**src/rtl/soc_pkg.sv**
```systemverilog
// soc_pkg: register word offsets, STATUS bit indices and transmitter FSM states shared by the UART slice
package soc_pkg;
  localparam logic [1:0] OFF_DATA = 2'd0;
  localparam logic [1:0] OFF_STATUS = 2'd1;
  localparam logic [1:0] OFF_DIV = 2'd2;
  localparam int ST_BUSY = 0;
  localparam int ST_FULL = 1;
  localparam int ST_EMPTY = 2;
  localparam int ST_OVF = 3;
  typedef enum logic [1:0] {IDLE, START, DATA, STOP} uart_tx_state_t;
endpackage

```
**src/rtl/mmio_uart_tx_if.sv**
```systemverilog
// mmio_uart_tx_if: core data bus (r read request, w byte strobes, addr, in write data, out read data)
interface mmio_uart_tx_if;
  logic r;
  logic [3:0] w;
  logic [31:0] addr;
  logic [31:0] in;
  logic [31:0] out;
  modport master(output r, w, addr, in, input out);
  modport slave(input r, w, addr, in, output out);
endinterface

```
**src/rtl/mmio_uart_tx_fifo.sv**
```systemverilog
// sync_fifo: zero-latency FIFO; ports clk, rst, push/din, pop/dout, full, empty, count
module sync_fifo #(
  parameter int WIDTH = 8,
  parameter int DEPTH = 4
) (
  input  logic clk,
  input  logic rst,
  input  logic push,
  input  logic pop,
  input  logic [WIDTH-1:0] din,
  output logic [WIDTH-1:0] dout,
  output logic full,
  output logic empty,
  output logic [$clog2(DEPTH):0] count
);
  localparam int AW = $clog2(DEPTH);
  localparam int CW = AW + 1;
  logic [WIDTH-1:0] mem [DEPTH];
  logic [AW-1:0] wp, rp;
  logic do_push, do_pop;
  assign full = count == CW'(DEPTH);
  assign empty = count == '0;
  assign do_pop = pop && !empty;
  assign do_push = push && (!full || do_pop);
  assign dout = mem[rp];
  always_ff @(posedge clk)
    if (do_push) mem[wp] <= din;
  always_ff @(posedge clk) begin
    if (rst) begin
      wp <= '0;
      rp <= '0;
      count <= '0;
    end else begin
      if (do_push) wp <= wp + 1'b1;
      if (do_pop) rp <= rp + 1'b1;
      count <= count + CW'(do_push) - CW'(do_pop);
    end
  end
endmodule

```
**src/rtl/mmio_uart_tx.sv**
```systemverilog
// mmio_uart_tx: memory-mapped 8N1 UART transmitter; ports clk, rst, bus (slave data bus), tx serial line
module mmio_uart_tx
  import soc_pkg::*;
#(
  parameter logic [31:0] BASE = 32'h0000_1000,
  parameter int FIFO_DEPTH = 4,
  parameter logic [15:0] DIV_RESET = 16'd4
) (
  input  logic clk,
  input  logic rst,
  mmio_uart_tx_if.slave bus,
  output logic tx
);
  localparam int CW = $clog2(FIFO_DEPTH) + 1;
  uart_tx_state_t state;
  logic sel, wr_data, pop, full, empty, ovf, bit_end, unused_bits;
  logic [1:0] off;
  logic [15:0] div, bit_len, cnt;
  logic [7:0] shift, head;
  logic [2:0] bit_idx;
  logic [CW-1:0] count;
  logic [31:0] status;
  assign sel = bus.addr[31:4] == BASE[31:4];
  assign off = bus.addr[3:2];
  assign wr_data = sel && off == OFF_DATA && bus.w[0] && !rst;
  assign bit_len = div == '0 ? 16'd1 : div;
  assign bit_end = cnt == '0;
  assign pop = !empty && (state == IDLE || (state == STOP && bit_end));
  assign tx = state == START ? 1'b0 : state == DATA ? shift[0] : 1'b1;
  assign unused_bits = ^{bus.addr[1:0], bus.in[31:16], bus.w[3:2], count};
  always_comb begin
    status = '0;
    status[ST_BUSY] = state != IDLE;
    status[ST_FULL] = full;
    status[ST_EMPTY] = empty;
    status[ST_OVF] = ovf;
  end
  assign bus.out = !(sel && bus.r) ? '0 : off == OFF_STATUS ? status : off == OFF_DIV ? {16'b0, div} : '0;
  sync_fifo #(.WIDTH(8), .DEPTH(FIFO_DEPTH)) u_fifo (
    .clk(clk),
    .rst(rst),
    .push(wr_data),
    .pop(pop),
    .din(bus.in[7:0]),
    .dout(head),
    .full(full),
    .empty(empty),
    .count(count)
  );
  always_ff @(posedge clk) begin
    if (rst) begin
      state <= IDLE;
      shift <= '0;
      bit_idx <= '0;
      cnt <= '0;
      div <= DIV_RESET;
      ovf <= 1'b0;
    end else begin
      if (sel && off == OFF_DIV && bus.w[0]) div[7:0] <= bus.in[7:0];
      if (sel && off == OFF_DIV && bus.w[1]) div[15:8] <= bus.in[15:8];
      if (wr_data && full && !pop) ovf <= 1'b1;
      else if (sel && off == OFF_STATUS && bus.w[0] && bus.in[3]) ovf <= 1'b0;
      if (pop) begin
        shift <= head;
        bit_idx <= '0;
        cnt <= bit_len - 16'd1;
        state <= START;
      end else if (state != IDLE) begin
        cnt <= bit_end ? bit_len - 16'd1 : cnt - 16'd1;
        if (bit_end && state == START) state <= DATA;
        if (bit_end && state == DATA) begin
          shift <= shift >> 1;
          bit_idx <= bit_idx + 3'd1;
          if (bit_idx == 3'd7) state <= STOP;
        end
        if (bit_end && state == STOP) state <= IDLE;
      end
    end
  end
endmodule

```
**src/flat_wrapper.sv**
```systemverilog
// flat-port wrapper written by rule: the top's interface ports become plain ports
module mmio_uart_tx_flat import soc_pkg::*;
#(
  parameter logic [31:0] BASE = 32'h0000_1000,
  parameter int FIFO_DEPTH = 4,
  parameter logic [15:0] DIV_RESET = 16'd4
)
  (clk, rst, tx, bus_r, bus_w, bus_addr, bus_in, bus_out);
  mmio_uart_tx_if bus_i ();
  input  logic clk;
  input  logic rst;
  output logic tx;
  input wire logic [$bits(bus_i.r)-1:0] bus_r;
  input wire logic [$bits(bus_i.w)-1:0] bus_w;
  input wire logic [$bits(bus_i.addr)-1:0] bus_addr;
  input wire logic [$bits(bus_i.in)-1:0] bus_in;
  output wire logic [$bits(bus_i.out)-1:0] bus_out;
  assign bus_i.r = bus_r;
  assign bus_i.w = bus_w;
  assign bus_i.addr = bus_addr;
  assign bus_i.in = bus_in;
  assign bus_out = bus_i.out;
  mmio_uart_tx #(.BASE(BASE), .FIFO_DEPTH(FIFO_DEPTH), .DIV_RESET(DIV_RESET)) u_core (.clk(clk), .rst(rst), .bus(bus_i), .tx(tx));
endmodule
```
**config.mk**
```make
export PLATFORM = sky130hd
export DESIGN_NAME = mmio_uart_tx_flat
export DESIGN_NICKNAME = d
export VERILOG_FILES = /design/src/rtl/soc_pkg.sv /design/src/rtl/mmio_uart_tx_if.sv /design/src/rtl/mmio_uart_tx_fifo.sv /design/src/rtl/mmio_uart_tx.sv /design/src/flat_wrapper.sv
export SDC_FILE = /design/constraint.sdc
export NUM_CORES = 1
export LEC_CHECK = 0
export ABC_AREA = 1
export CAP_MARGIN = 0
export CELL_PAD_IN_SITES_DETAIL_PLACEMENT = 0
export CELL_PAD_IN_SITES_GLOBAL_PLACEMENT = 1
export CORE_MARGIN = 4
export CORE_UTILIZATION = 25
export DETAILED_ROUTE_END_ITERATION = 8
export PLACE_DENSITY = 0.57
export SYNTH_ARGS = -nofsm -noshare
export SYNTH_HDL_FRONTEND = slang
export SYNTH_SLANG_ARGS = --single-unit
```
**constraint.sdc**
```tcl
create_clock -name clk -period 3.5 [get_ports clk]
set_input_delay 1.05 -clock clk [delete_from_list [all_inputs] [get_ports clk]]
set_output_delay 1.05 -clock clk [all_outputs]
set_load 0.01 [all_outputs]
```
# --- After elaboration in Yosys (flattened, before gate mapping) ---
# Memory sizes are Yosys's and may differ from the RTL's. A register that Yosys moved wholly into a read port is not among the register bits.
# Cells that the tools add are included.
classes:
  addsub: 7
  n_mux: 24
  reduce_logical: 36
  n_eq_ne: 8
op_table:
  columns: ["op", "n"]
  rows:
  - ["two-way mux 16 bit", 5]
  - ["two-way mux 32 bit", 2]
  - ["logical NOT 16 bit", 2]
  - ["subtractor 16 x 1 -> 16 bit (second input constant)", 2]
  - ["== test 28 x 9 -> 1 bit (second input constant)", 1]
  - ["two-way mux 8 bit", 3]
  - ["logical AND 1 bit", 18]
  - ["two-way mux 2 bit", 6]
  - ["two-way mux 1 bit", 8]
  - ["nonzero test 2 bit", 4]
  - ["== test 2 bit (second input constant)", 3]
  - ["== test 3 bit (second input constant)", 2]
  - ["adder 2 x 1 -> 2 bit (second input constant)", 2]
  - ["== test 2 x 1 -> 1 bit (second input constant)", 2]
  - ["logical NOT 1 bit", 4]
  - ["logical NOT 2 bit", 2]
  - ["AND reduction 2 bit", 2]
  - ["adder 3 x 1 -> 3 bit", 1]
  - ["adder 3 x 1 -> 3 bit (second input constant)", 1]
  - ["logical NOT 3 bit", 1]
  - ["subtractor 3 x 1 -> 3 bit", 1]
  - ["logical OR 1 bit", 2]
  - ["OR reduction 2 bit", 1]
totals:
  mem_count: 1
  register_bits: 53
  out_inout_bits: 33
  inputBits: 71
  word_cells: 87
  mem_bits_rw: 32
memory_table:
  columns: ["name", "words", "width", "read_ports", "rd_clocked_by_memory_dff", "write_ports", "line_no", "text"]
  rows:
  - ["u_core.u_fifo.mem", 4, 8, 1, 1, 1, "mmio_uart_tx_fifo.sv:18", "logic [WIDTH-1:0] mem [DEPTH];"]

# --- Logic depth before layout (Yosys ltp) ---
depth:
  depth_word: 9
  ltp_mapped: 16
  ltp_nobuf: 16

# --- By module ---
# A second synthesis with hierarchy kept.
hier_totals:
  hier_cells: 673
  hier_area_um2: 4953.5
modules_own_cells:
  columns: ["module", "seq_area_each_um2", "area_each_um2", "n_inst", "cells_each"]
  rows:
  - ["mmio_uart_tx", 920.9, 3245.6, 1, 528]
  - ["sync_fifo", 1141.1, 1707.9, 1, 145]

# --- Worst setup path before layout ---
# No wires, ideal clock.
synth_path:
  kind: "input to output"
  from: "input port bus_addr[9]"
  to: "output port bus_out[10]"
  required_time_ns: 2.450
  slack_ns: 0.387
  n_path_buf: 1
  arrival_ns: 2.063
  path_stages: 8
  cell_sequence: "nor2_1 > nand4_1 > nor2_1 > nand2_1 > inv_1 > nand2_1 > clkbuf_1 > nor3_1"
synth_via:
  elab_chain_cells: 3
synth_rtl:
  columns: ["element", "line_no", "text"]
  rows:
  - ["start, declared", "flat_wrapper.sv:15", "input wire logic [$bits(bus_i.addr)-1:0] bus_addr;"]
  - ["== test 28 x 9 -> 1 bit", "mmio_uart_tx.sv:23", "assign sel = bus.addr[31:4] == BASE[31:4];"]
  - ["logical AND 1 bit", "mmio_uart_tx.sv:38", "assign bus.out = !(sel && bus.r) ? '0 : off == OFF_STATUS ? status : off == OFF_DIV ? {16'b0, div} : '0;"]
  - ["two-way mux 32 bit", "mmio_uart_tx.sv:38", null]
  - ["end, declared", "flat_wrapper.sv:17", "output wire logic [$bits(bus_i.out)-1:0] bus_out;"]
# No other way between the ends.

# --- Final worst setup path ---
layout_path:
  from: "input port bus_addr[3]"
  to: "output port bus_out[13]"
layout_via:
  elab_chain_cells: 4
  elab_cells_between_ends: 5
  cone_classes: "2 x eq/ne; 3 x mux"
layout_rtl:
  columns: ["element", "line_no"]
  rows:
  - ["== test 2 bit", "mmio_uart_tx.sv:38"]
  - ["two-way mux 16 bit", "mmio_uart_tx.sv:38"]
  - ["two-way mux 32 bit (*) (2 in series)", "mmio_uart_tx.sv:38"]
# Every way passes the cells marked *; elsewhere a longest branch is shown, timed or not.

==> out/qor.txt <==
POWER
-------------------------------------------------------------------------------------
Comb pwr share                                                                  41.2%
Sequential group share of total power                                           35.5%
Maximum vdd drop                                                           0.000213 V
Net Switching                                                                 1.68 mW
Internal power of the cells                                                   2.30 mW
Cell leakage power                                                            2.58 nW
Power density cells                                                        656 mW/mm²
Clock Power Share                                                               23.3%
Switching part of the total                                                     42.1%

CLOCK TREE
-------------------------------------------------------------------------------------
TritonCTS buffer count                                                              9
Maximum buffer depth of the clock tree                                              2
Total number of H-tree levels                                                       3
Clock insertion delay at the later pin of the skew report                     0.35 ns
Clock root buffer                                                        sky130_fd_sc_hd__clkbuf_16
TritonCTS clock tree                                                              yes
Clock sinks                                                                        87
Clock slew seen by the registers of the worst setup and hold paths            0.07 ns

TIMING
-------------------------------------------------------------------------------------
Unrepaired setup endpoints after global routing                                 false
Slew HR                                                                         53.7%
Number of hold violations in the final report                                       0
Clock tree skew after final layout                                         0.00791 ns
Min cycle time layout                                                         3.40 ns
Period utilisation layout                                                       97.2%
Slew Limit Fails                                                                    0
WHS                                                                          0.474 ns
Transition at the pin with the smallest max-transition slack                 0.694 ns
Total setup violations reported at the end of the flow                              0
Top achievable clock speed                                                  0.294 GHz

PLACEMENT
-------------------------------------------------------------------------------------
Placement-stage cell area                                                 0.00568 mm²
Quantity of I/O buffers inserted on ports                                          67
Routability congestion estimate                                                 0.790
Placed wire-length estimate                                                  10100 µm

FLOORPLAN
-------------------------------------------------------------------------------------
Die Y                                                                          146 µm
Starting Density                                                                25.4%
Area enclosed by the die boundary                                          0.0213 mm²
Num ports                                                                         104
Cell Rows                                                                          50
Core outline area                                                          0.0187 mm²
Die Span X                                                                     146 µm

SYNTHESIS
-------------------------------------------------------------------------------------
Post-synth EDFFs                                                                   32
Number of library cell types mapped by synthesis                                   39
Synth Area in Simple Gates                                                      26.6%
Top flip-flop cell by instance count after synthesis                     sky130_fd_sc_hd__dfxtp_1
Gate count of the mapped netlist                                                  609
Combined area of all synthesized cells                                    0.00475 mm²
Synth Warn #                                                                        0
Combinational family with the most area after synthesis                  simple AND/OR/NAND/NOR gates
Syn avg cell area                                                            7.81 µm²
Post-synthesis register bit count                                                  87
Mux share of post-synthesis cell area                                              0%
Area share of fa/ha/maj cells after synthesis                                   3.32%
Synthesized-area fraction occupied by ao, oa, aoi and oai cells                 13.0%
Post-Synth XOR/XNOR Area                                                        4.24%
Fraction of registers with async set/reset                                         0%
Proportion of synthesized chip area in sequential cells                         43.4%

SETUP PATH
-------------------------------------------------------------------------------------
Largest fanout on the critical path                                                13
Slowest stage cell, crit path                                            sky130_fd_sc_hd__clkdlybuf4s50_1
Reg2reg end                                                              u_core.u_fifo.count[2]
Worst setup path class                                                         in2out
Critical Path End Type                                                   primary output
Cell class contributing the biggest share of worst-path delay            buffers and inverters
Worst setup SP type                                                         input pin
Buf/Inv on CP                                                                       5
Slowest Stage Delay on Critical Path                                          0.50 ns
Slack of the worst reg-to-reg path                                            0.93 ns
Critical path, cell by cell                                              clkdlybuf4s50_1 -> inv_1 -> nor2_4 -> clkinvlp_4 -> buf_12 -> nor3_4 -> buf_2
WP data required                                                              2.45 ns
End point of the critical path                                            bus_out[13]
Crit path from                                                            bus_addr[3]
Reg-to-Reg Start                                                         u_core.cnt[0]
Length in cells of the worst reg-to-reg path                                       14
WP depth                                                                            7
Arrival time at the worst endpoint                                            2.35 ns

GLOBAL ROUTING
-------------------------------------------------------------------------------------
Overall fraction of global-route tracks in use                                  13.1%
Via count of the first global-routing pass                                       4201
GRT Residual Overflow                                                               0
First-pass GRT wire length                                                   22400 µm
Number of antenna violations at the first check in global routing                   0
Pin count of the biggest net entering global routing                               29

ROUTING
-------------------------------------------------------------------------------------
Met2 wirelength from detailed routing                                         6810 µm
Total via count after detailed routing                                           4148
Residual DRC count                                                                  0
Average via count per standard cell                                              4.48
Wire length per cell                                                          14.7 µm
Antenna violation net count after detailed routing                                  0
Overall routed net length                                                    13600 µm
Iter 0 DRT Violations                                                             215
Highest routed metal layer                                                       met4
Drt first pass iters                                                                4
Met1 wire length                                                              6170 µm
Met3 layer wire length in the routed design                                    434 µm

FINAL LAYOUT
-------------------------------------------------------------------------------------
Fill cell total of the finished layout                                           2016
Most frequent cells in the layout                                        112 x sky130_fd_sc_hd__nor2_1, 87 x sky130_fd_sc_hd__nand2_1, 56 x sky130_fd_sc_hd__inv_1, 55 x sky130_fd_sc_hd__dfxtp_1, 33 x sky130_fd_sc_hd__a21oi_1
Most frequent standard cell in the layout excluding fill and tap cells   sky130_fd_sc_hd__nor2_1
Number of antenna diodes                                                            0
Area grow syn2layout                                                            27.6%
Finished Cell Area                                                        0.00607 mm²
NumNets Final                                                                     769
Fraction of layout instances using a drive strength above 1                     14.2%

HOLD PATH
-------------------------------------------------------------------------------------
Path type of the worst min-delay path                                         reg2reg

STATUS
-------------------------------------------------------------------------------------
Run status                                                               complete, no violations

FLOW RUN
-------------------------------------------------------------------------------------
Max_cap viols                                                                       0

==> worst min-delay path by stage <==
stage / from / endpoint / slack [ns] / cells past startpoint
after floorplan: u_core.bit_idx[1] / u_core.bit_idx[1] / 0.45 / 2
after global placement: u_core.bit_idx[2] / u_core.bit_idx[2] / 0.46 / 2
after detailed placement: u_core.bit_idx[2] / u_core.bit_idx[2] / 0.47 / 2
after CTS: u_core.bit_idx[2] / u_core.bit_idx[2] / 0.48 / 2
after global routing: u_core.u_fifo.rp[0] / u_core.u_fifo.rp[0] / 0.51 / 1
final: u_core.bit_idx[2] / u_core.bit_idx[2] / 0.47 / 2
==> synth_stat cells (5+ instances only) <==
cell | number | share of area, %
sky130_fd_sc_hd__a21oi_1 | 34 | 3.6
sky130_fd_sc_hd__nor2_2 | 12 | 1.6
sky130_fd_sc_hd__o21ai_1 | 9 | 0.95
sky130_fd_sc_hd__ha_1 | 11 | 2.9
sky130_fd_sc_hd__nor2_1 | 114 | 9.0
sky130_fd_sc_hd__buf_2 | 6 | 0.63
sky130_fd_sc_hd__nand2_1 | 88 | 6.9
sky130_fd_sc_hd__nor3_1 | 27 | 2.8
sky130_fd_sc_hd__edfxtp_1 | 32 | 20
sky130_fd_sc_hd__nand4_1 | 9 | 1.2
sky130_fd_sc_hd__o21ai_0 | 27 | 2.8
sky130_fd_sc_hd__buf_4 | 17 | 2.7
sky130_fd_sc_hd__xnor2_1 | 7 | 1.3
sky130_fd_sc_hd__dfxtp_1 | 55 | 23
sky130_fd_sc_hd__xor2_1 | 16 | 2.9
sky130_fd_sc_hd__nor3_2 | 5 | 1.1
sky130_fd_sc_hd__clkbuf_1 | 8 | 0.63
sky130_fd_sc_hd__o32ai_1 | 7 | 1.3
sky130_fd_sc_hd__inv_1 | 58 | 4.6
sky130_fd_sc_hd__a211oi_1 | 16 | 2.5
sky130_fd_sc_hd__nand3_1 | 24 | 2.5
==> cell type report <==
class | instances | area [µm²] | area share [%]
Multi-Input combinational cell | 442 | 2430 | 40.0
Sequential cell | 87 | 2060 | 34.0
Timing Repair Buffer | 85 | 771 | 12.7
Tap cell | 234 | 293 | 4.83
Inverter | 61 | 234 | 3.86
Clock buffer | 10 | 229 | 3.77
Clock inverter | 6 | 51.3 | 0.846
==> cell families after synthesis <==
family	count (synthesis)
xor gates and xnor gates	23
buffers and inverters	95
AOI/OAI and AO/OA	103
other	1
and+or+nand+nor	288
DFF	87
adders and majority gates	12
==> flip-flops by register name (all words and copies together), names as in the netlist, 2 cells and up, named ones only <==
register and flops:
u_core.u_fifo.wp 2, u_core.bit_idx 3, u_core.u_fifo.mem 32, u_core.div 16, u_core.u_fifo.count 3, u_core.state 2
u_core.cnt 16, u_core.u_fifo.rp 2, u_core.shift 8
==> power groups by stage <==
stage                     logic (mW)  clock network, mW  registers, mW
after floorplan                 1.34                  0           1.36
after global placement          1.64                  0           1.43
after detailed placement        1.65                  0           1.43
after CTS                       1.66              0.963           1.41
after global routing            1.90              0.988           1.45
final                           1.64              0.927           1.41
==> worst reg2reg max path: stages, from the launching register on <==
cell and delay (ns):
sky130_fd_sc_hd__dfxtp_1 0.34, sky130_fd_sc_hd__inv_1 0.09, sky130_fd_sc_hd__ha_1 0.22, sky130_fd_sc_hd__nand2_1 0.08, sky130_fd_sc_hd__nor2_2 0.04, sky130_fd_sc_hd__nand2_2 0.10
sky130_fd_sc_hd__o21ai_4 0.09, sky130_fd_sc_hd__nand2_4 0.20, sky130_fd_sc_hd__clkinv_2 0.14, sky130_fd_sc_hd__ha_1 0.29, sky130_fd_sc_hd__inv_1 0.04, sky130_fd_sc_hd__ha_1 0.18
sky130_fd_sc_hd__fa_1 0.39, sky130_fd_sc_hd__o21ai_0 0.18, sky130_fd_sc_hd__a21oi_1 0.05
==> metal layers <==
layer	up-vias	global-route usage (%)
li1	2148	-
met1	1919	16.4
met2	69	23.0
met3	12	2.40
met4	0	3.85
met5	-	0
==> metrics by stage <==
| stage | TNS (ns) | utilization (%) | worst slack (ns) | std cells | total power [mW] |
|---|---|---|---|---|---|
| floorplan | 0 | - | 0.387 | 624 | 2.70 |
| global placement | -7.58 | 30.4 | -0.540 | 907 | 3.07 |
| detailed placement | -7.38 | 30.4 | -0.517 | 907 | 3.09 |
| CTS | 0 | 31.7 | 0.00162 | 924 | 4.03 |
| global route | 0 | 32.4 | 0.0127 | 925 | 4.34 |
| finish | 0 | 32.4 | 0.0981 | 925 | 3.98 |
==> repair_timing <==
item / 4_1_cts / 5_1_grt
cloned: 1 / 0
gates resized for setup: 101 / 29
hold buffers: 0 / 0
setup endpoints to repair: 16 / 16
pin swaps: 20 / 15
buffers inserted: 0 / 1
Power figures use the tool's default switching activity.
